$ cat config.mk
export PLATFORM = sky130hd
export DESIGN_NAME = trace_port_serializer
export DESIGN_NICKNAME = d
export VERILOG_FILES = /design/src/rtl/trace_port_pkg.sv /design/src/rtl/trace_word_fifo.sv /design/src/rtl/trace_port_serializer.sv
export SDC_FILE = /design/constraint.sdc
export NUM_CORES = 1
export LEC_CHECK = 0
export CAP_MARGIN = 40
export CORE_MARGIN = 10
export CORE_UTILIZATION = 60
export DETAILED_ROUTE_END_ITERATION = 16
export PLACE_DENSITY = 0.79
export RECOVER_POWER = 50
export SYNTH_ARGS = -nofsm -noshare
export SYNTH_HDL_FRONTEND = slang
export SYNTH_SLANG_ARGS = --single-unit
$ cat constraint.sdc
create_clock -name clk_i -period 6.15 [get_ports clk_i]
set_input_delay 1.23 -clock clk_i [delete_from_list [all_inputs] [get_ports clk_i]]
set_output_delay 1.23 -clock clk_i [all_outputs]
set_load 0.05 [all_outputs]
$ cat src/rtl/trace_port_pkg.sv
// Shared types and helpers for the trace port serializer: FSM states,
// beat-count arithmetic and overflow marker construction.
package trace_port_pkg;

  typedef enum logic {
    IDLE  = 1'b0,
    SHIFT = 1'b1
  } ser_state_t;

  localparam logic [23:0] OVF_TAG_DEFAULT = 24'hFFFF_FE;

  // Widest word the marker helper supports; callers truncate to their width.
  localparam int unsigned MARKER_MAX_W = 64;
  localparam int unsigned TAG_MAX_W    = MARKER_MAX_W - 8;

  function automatic int unsigned beats(input int unsigned word_w, input int unsigned port_w);
    return word_w / port_w;
  endfunction

  function automatic logic [MARKER_MAX_W-1:0] build_marker(input logic [TAG_MAX_W-1:0] tag,
                                                          input logic [7:0]           cnt);
    return {tag, cnt};
  endfunction

endpackage

$ cat src/rtl/trace_word_fifo.sv
// Synchronous word FIFO; pointers carry one extra wrap bit so full and
// empty are distinguishable. Read data is the combinational head entry.
module trace_word_fifo #(
  parameter int unsigned WORD_W = 32,
  parameter int unsigned DEPTH  = 8
) (
  input  logic                     clk,
  input  logic                     rst,
  input  logic                     push,
  input  logic                     pop,
  input  logic [WORD_W-1:0]        wdata,
  output logic [WORD_W-1:0]        rdata,
  output logic                     full,
  output logic                     empty,
  output logic [$clog2(DEPTH):0]   count
);

  localparam int unsigned AW = $clog2(DEPTH);

  logic [WORD_W-1:0] mem [DEPTH];
  logic [AW:0]       wptr;
  logic [AW:0]       rptr;

  always_ff @(posedge clk or posedge rst) begin
    if (rst) begin
      wptr <= '0;
      rptr <= '0;
    end else begin
      if (push) wptr <= wptr + 1'b1;
      if (pop)  rptr <= rptr + 1'b1;
    end
  end

  // Push at full aliases the head slot; the head was already read this cycle.
  always_ff @(posedge clk) begin
    if (push) mem[wptr[AW-1:0]] <= wdata;
  end

  assign rdata = mem[rptr[AW-1:0]];
  assign count = wptr - rptr;
  assign empty = (wptr == rptr);
  assign full  = (wptr[AW] != rptr[AW]) && (wptr[AW-1:0] == rptr[AW-1:0]);

endmodule

$ cat src/rtl/trace_port_serializer.sv
// Buffers trace packet words, drops and counts on overflow with an in-band
// marker, and serializes each word LSB-beat-first onto a valid/ready port.
module trace_port_serializer
  import trace_port_pkg::*;
#(
  parameter int unsigned       WORD_W  = 32,
  parameter int unsigned       PORT_W  = 8,
  parameter int unsigned       DEPTH   = 8,
  parameter logic [WORD_W-9:0] OVF_TAG = OVF_TAG_DEFAULT
) (
  input  logic                     clk_i,
  input  logic                     rst_i,
  input  logic [WORD_W-1:0]        packet_word_i,
  input  logic                     packet_word_valid_i,
  output logic [PORT_W-1:0]        trace_data_o,
  output logic                     trace_valid_o,
  input  logic                     trace_ready_i,
  output logic [$clog2(DEPTH):0]   fill_level_o,
  output logic                     overflow_o,
  input  logic                     clear_overflow_i
);

  localparam int unsigned BEATS = beats(WORD_W, PORT_W);
  localparam int unsigned AW    = $clog2(DEPTH);
  localparam int unsigned BW    = (BEATS > 1) ? $clog2(BEATS) : 1;
  localparam logic [BW-1:0]        LAST_BEAT = BW'(BEATS - 1);
  localparam logic [TAG_MAX_W-1:0] TAG_EXT   = TAG_MAX_W'(OVF_TAG);

  ser_state_t        state;
  ser_state_t        state_next;
  logic [WORD_W-1:0] shift;
  logic [BW-1:0]     beat;
  logic [7:0]        drop_cnt;

  logic              fifo_push;
  logic              pop;
  logic              shift_adv;
  logic [WORD_W-1:0] fifo_wdata;
  logic [WORD_W-1:0] fifo_rdata;
  logic              fifo_full;
  logic              fifo_empty;
  logic [AW:0]       fifo_count;

  logic              room;
  logic              marker_write;
  logic              accept;
  logic              drop;
  logic [WORD_W-1:0] marker_word;

  trace_word_fifo #(
    .WORD_W (WORD_W),
    .DEPTH  (DEPTH)
  ) u_fifo (
    .clk   (clk_i),
    .rst   (rst_i),
    .push  (fifo_push),
    .pop   (pop),
    .wdata (fifo_wdata),
    .rdata (fifo_rdata),
    .full  (fifo_full),
    .empty (fifo_empty),
    .count (fifo_count)
  );

  // A pending marker blocks new input until it is written, so drops keep counting.
  assign room         = !fifo_full || pop;
  assign marker_write = (drop_cnt != '0) && room;
  assign accept       = packet_word_valid_i && room && (drop_cnt == '0);
  assign drop         = packet_word_valid_i && !accept;
  assign marker_word  = WORD_W'(build_marker(TAG_EXT, drop_cnt));
  assign fifo_push    = marker_write || accept;
  assign fifo_wdata   = marker_write ? marker_word : packet_word_i;

  always_ff @(posedge clk_i or posedge rst_i) begin
    if (rst_i) begin
      drop_cnt   <= '0;
      overflow_o <= 1'b0;
    end else begin
      if (marker_write)                drop_cnt <= drop ? 8'd1 : 8'd0;
      else if (drop && drop_cnt != '1) drop_cnt <= drop_cnt + 8'd1;

      if (drop)                  overflow_o <= 1'b1;
      else if (clear_overflow_i) overflow_o <= 1'b0;
    end
  end

  always_comb begin
    state_next = state;
    pop        = 1'b0;
    shift_adv  = 1'b0;
    unique case (state)
      IDLE: begin
        if (!fifo_empty) begin
          pop        = 1'b1;
          state_next = SHIFT;
        end
      end
      SHIFT: begin
        if (trace_ready_i) begin
          if (beat == LAST_BEAT) begin
            if (!fifo_empty) pop        = 1'b1;
            else             state_next = IDLE;
          end else begin
            shift_adv = 1'b1;
          end
        end
      end
    endcase
  end

  always_ff @(posedge clk_i or posedge rst_i) begin
    if (rst_i) begin
      state <= IDLE;
      shift <= '0;
      beat  <= '0;
    end else begin
      state <= state_next;
      if (pop) begin
        shift <= fifo_rdata;
        beat  <= '0;
      end else if (shift_adv) begin
        shift <= shift >> PORT_W;
        beat  <= beat + 1'b1;
      end
    end
  end

  assign trace_valid_o = (state == SHIFT);
  assign trace_data_o  = shift[PORT_W-1:0];
  assign fill_level_o  = fifo_count;

endmodule

==> metrics.csv <==
metric,value,unit
status,"finished, violations left",
violated checks,"max-capacitance violations, max-slew violations",
Net Sw Frac,33.6,%
setup_tns,0,ns
"Critical Path, Cell by Cell","inv_1, ha_1, nand3_1, nor3_1, a211oi_1, clkbuf_1, buf_4",
Area Growth Syn to Fin,13.9,%
most common cell in the netlist,edfxtp_1,
CTS tree,yes,
Syn Inst Count,700,
WL per Instance,25.0,um
clock skew,0.0139,ns
dpl cells,995,
clock power share,22.4,%
yosys warns,0,
number of failing hold endpoints at the final stage,0,
FF-to-FF path depth,7,
crit path max-delay cell type,a211oi_1,
Post-synth EDFFs,256,
"Clk pin slew, worst setup/hold paths",0.07,ns
maximum clock frequency,0.211,GHz
post-synth cell types,50,
postcts setup bufs,0,
required time worst endpoint,6.33,ns
RSZ-0062 raised after global routing,no,
Least-Margin Pin Slew,2.08,ns
# rows,52,
Static Leakage,5.00,nW
CTS root buf,clkbuf_16,
core area,0.0204,mm^2
relative slew slack,-38.4,%
die height,164,um
Hold WS,0.512,ns
buffer levels on the longest clock path,3,
"Async S/R FF share, synth",16.9,%
"Avg Cell Area, Syn",17.9,um^2
num ports,51,
worst-skew pair later-pin latency,0.53,ns
arrival time at the worst endpoint,4.91,ns
min cycle time layout,4.73,ns
sequential area share after synthesis,71.9,%
Max-cap violations,5,
share of power burned in registers,43.4,%
"Worst Setup Slack, final",1.42,ns
Post-synth top flop,edfxtp_1,
CP endpoint kind,flip-flop,
WHS Path Cells,2,
initial antenna violation count,0,
Hold Crit Class,reg2reg,
Comb pwr share,34.3,%
layout cells sized above 1,17.3,%
fin nets,802,
largest net degree at the start of global routing,43,
CTS resizes,0,
die area,0.0270,mm^2
Final Instance Count excl. Fillers,1046,
Num CTS Buffers,29,
Setup WS pre-CTS,2.42,ns
ANT nets after route,0,
GRT Util Overall,19.7,%
Overflow after GRT,0,
endpoints failing setup,0,
period utilisation layout,76.9,%
clock sink count,308,
Initial Util,61.4,%
dpl hpwl,15.4,mm
worst IR drop on VDD,0.291,mV
# diodes,0,
DRC Markers,0,
power density cells,549,mW/mm^2
CP top delay family,buffers and inverters,
synth cell count leaders,"edfxtp_1 (256), mux4_2 (64), nand2_1 (53)",
CTS Hold Buffers Added,0,
kind of critical path,reg2reg,
Pint,5.20,mW
main area contributors after synthesis,"edfxtp_1 (61%), mux4_2 (12%), dfrtp_1 (10%)",
critical path's largest stage delay,1.42,ns
gpl congestion,0.810,
Buf/Inv on CP,3,
startpoint types,flip-flop,
CTS H-tree lvls,1,
"Net Count, Synth",746,
vias in the first global route,6823,
Crit. path cell count,7,
TritonRoute pass-1 iters,5,
number of DRC markers in iteration 0,599,
first-pass GRT wire length,40.6,mm
CP max FO,25,
mapped cell area,0.0125,mm^2
via/cell ratio,6.20,
final number of max-transition violations,132,
Net Switching,2.63,mW
DRT Wirelength,26.2,mm
Synth Register Bits,308,
DR vias,6483,
top cell type's share of synthesized area,61.5,%
I/O Buffers,50,
die width,164,um
"area leader, netlist",edfxtp_1,
## cell usage in the layout, fill, tap and decap left out, types with 3 or more instances in the layout
master and instances:
dlygate4sd3_1 11, clkinv_2 5, o211ai_1 3, mux2_1 5, a21oi_1 27, nor4_2 7, mux4_2 64, clkdlybuf4s50_1 39
bufinv_16 4, inv_1 13, clkinv_1 3, dfrtp_1 50, o21ai_0 17, clkbuf_1 13, edfxtp_1 256, clkbuf_16 29
nor3_1 5, nand2_1 53, nand2b_1 23, nand3_1 13, xnor2_1 7, and3_1 28, nor2_1 9, nand4_1 3
xor2_1 6, ha_1 8, buf_4 12, mux2i_1 34
## sequential cells by signal (all words and copies together) (netlist names)
register / cells
u_fifo.mem: 256
shift: 32
drop_cnt: 8
u_fifo.rptr: 4
u_fifo.wptr: 4
beat: 2
overflow_o: 1
trace_valid_o: 1
## cell type report
cell class                      instances  area [um^2]
Sequential cell                       308         8990
Fill cell                            1260         6120
Multi-Input combinational cell        333         3240
Clock buffer                           38          769
Timing Repair Buffer                   71          682
Tap cell                              270          338
Clock inverter                         13          168
Inverter                               13         48.8
## worst reg2reg max path: stages (launching register included)
cell      delay, ns
dfrtp_1        0.38
inv_1          0.87
ha_1           0.44
nand3_1        0.14
nor3_1         0.14
a211oi_1       1.42
clkbuf_1       0.55
buf_4          0.45
## kinds of logic (layout without fill, tap and decap cells)
group	count (synthesis)	after routing	synth area share [%]
flops	308	308	71.9
simple gates	148	148	6.22
mux	104	104	14.8
buf+inv	59	135	2.42
compound gates	58	58	2.70
xor+xnor	14	14	1.04
fa+ha+maj	9	9	0.960
## power by group through the flow
stage	Sequential, mW	Clock, mW	Combinational (mW)
after detailed placement	3.43	0	2.76
after floorplan	3.34	0	1.96
after global placement	3.38	0	2.58
final	3.39	1.75	2.68
after global routing	3.44	1.85	2.89
after CTS	3.39	1.78	2.78
## per-stage QoR
step	power, mW	instance area [um^2]	util, %
floorplan	5.30	12500	-
global placement	5.97	13300	65.2
detailed placement	6.19	13400	65.7
CTS	7.95	14300	70.3
global route	8.18	14200	69.9
finish	7.82	14200	69.9
## layer usage
| layer | part of all wire [%] | routed length (um) | GRT usage, % | vias up |
|---|---|---|---|---|
| met5 | 0 | 0 | 0 | - |
| met4 | 1.8 | 461 | 4.03 | 0 |
| met3 | 5.0 | 1300 | 2.81 | 39 |
| met2 | 53 | 13800 | 35.0 | 198 |
| met1 | 40 | 10600 | 25.5 | 3391 |
| li1 | - | - | - | 2855 |
## final timing paths
path	start	end	slack, ns
max in group asynchronous	rst_i	u_fifo.rptr[0]	2.30
min in group asynchronous	rst_i	trace_valid_o	1.21
worst max-delay path	u_fifo.rptr[2]	u_fifo.mem[7][3]	1.42
worst min-delay path	shift[25]	shift[25]	0.51
worst max register to register	u_fifo.rptr[2]	u_fifo.mem[7][3]	1.42
worst min register to register	shift[25]	shift[25]	0.51
No activity file was read; power rests on OpenSTA's default activity.
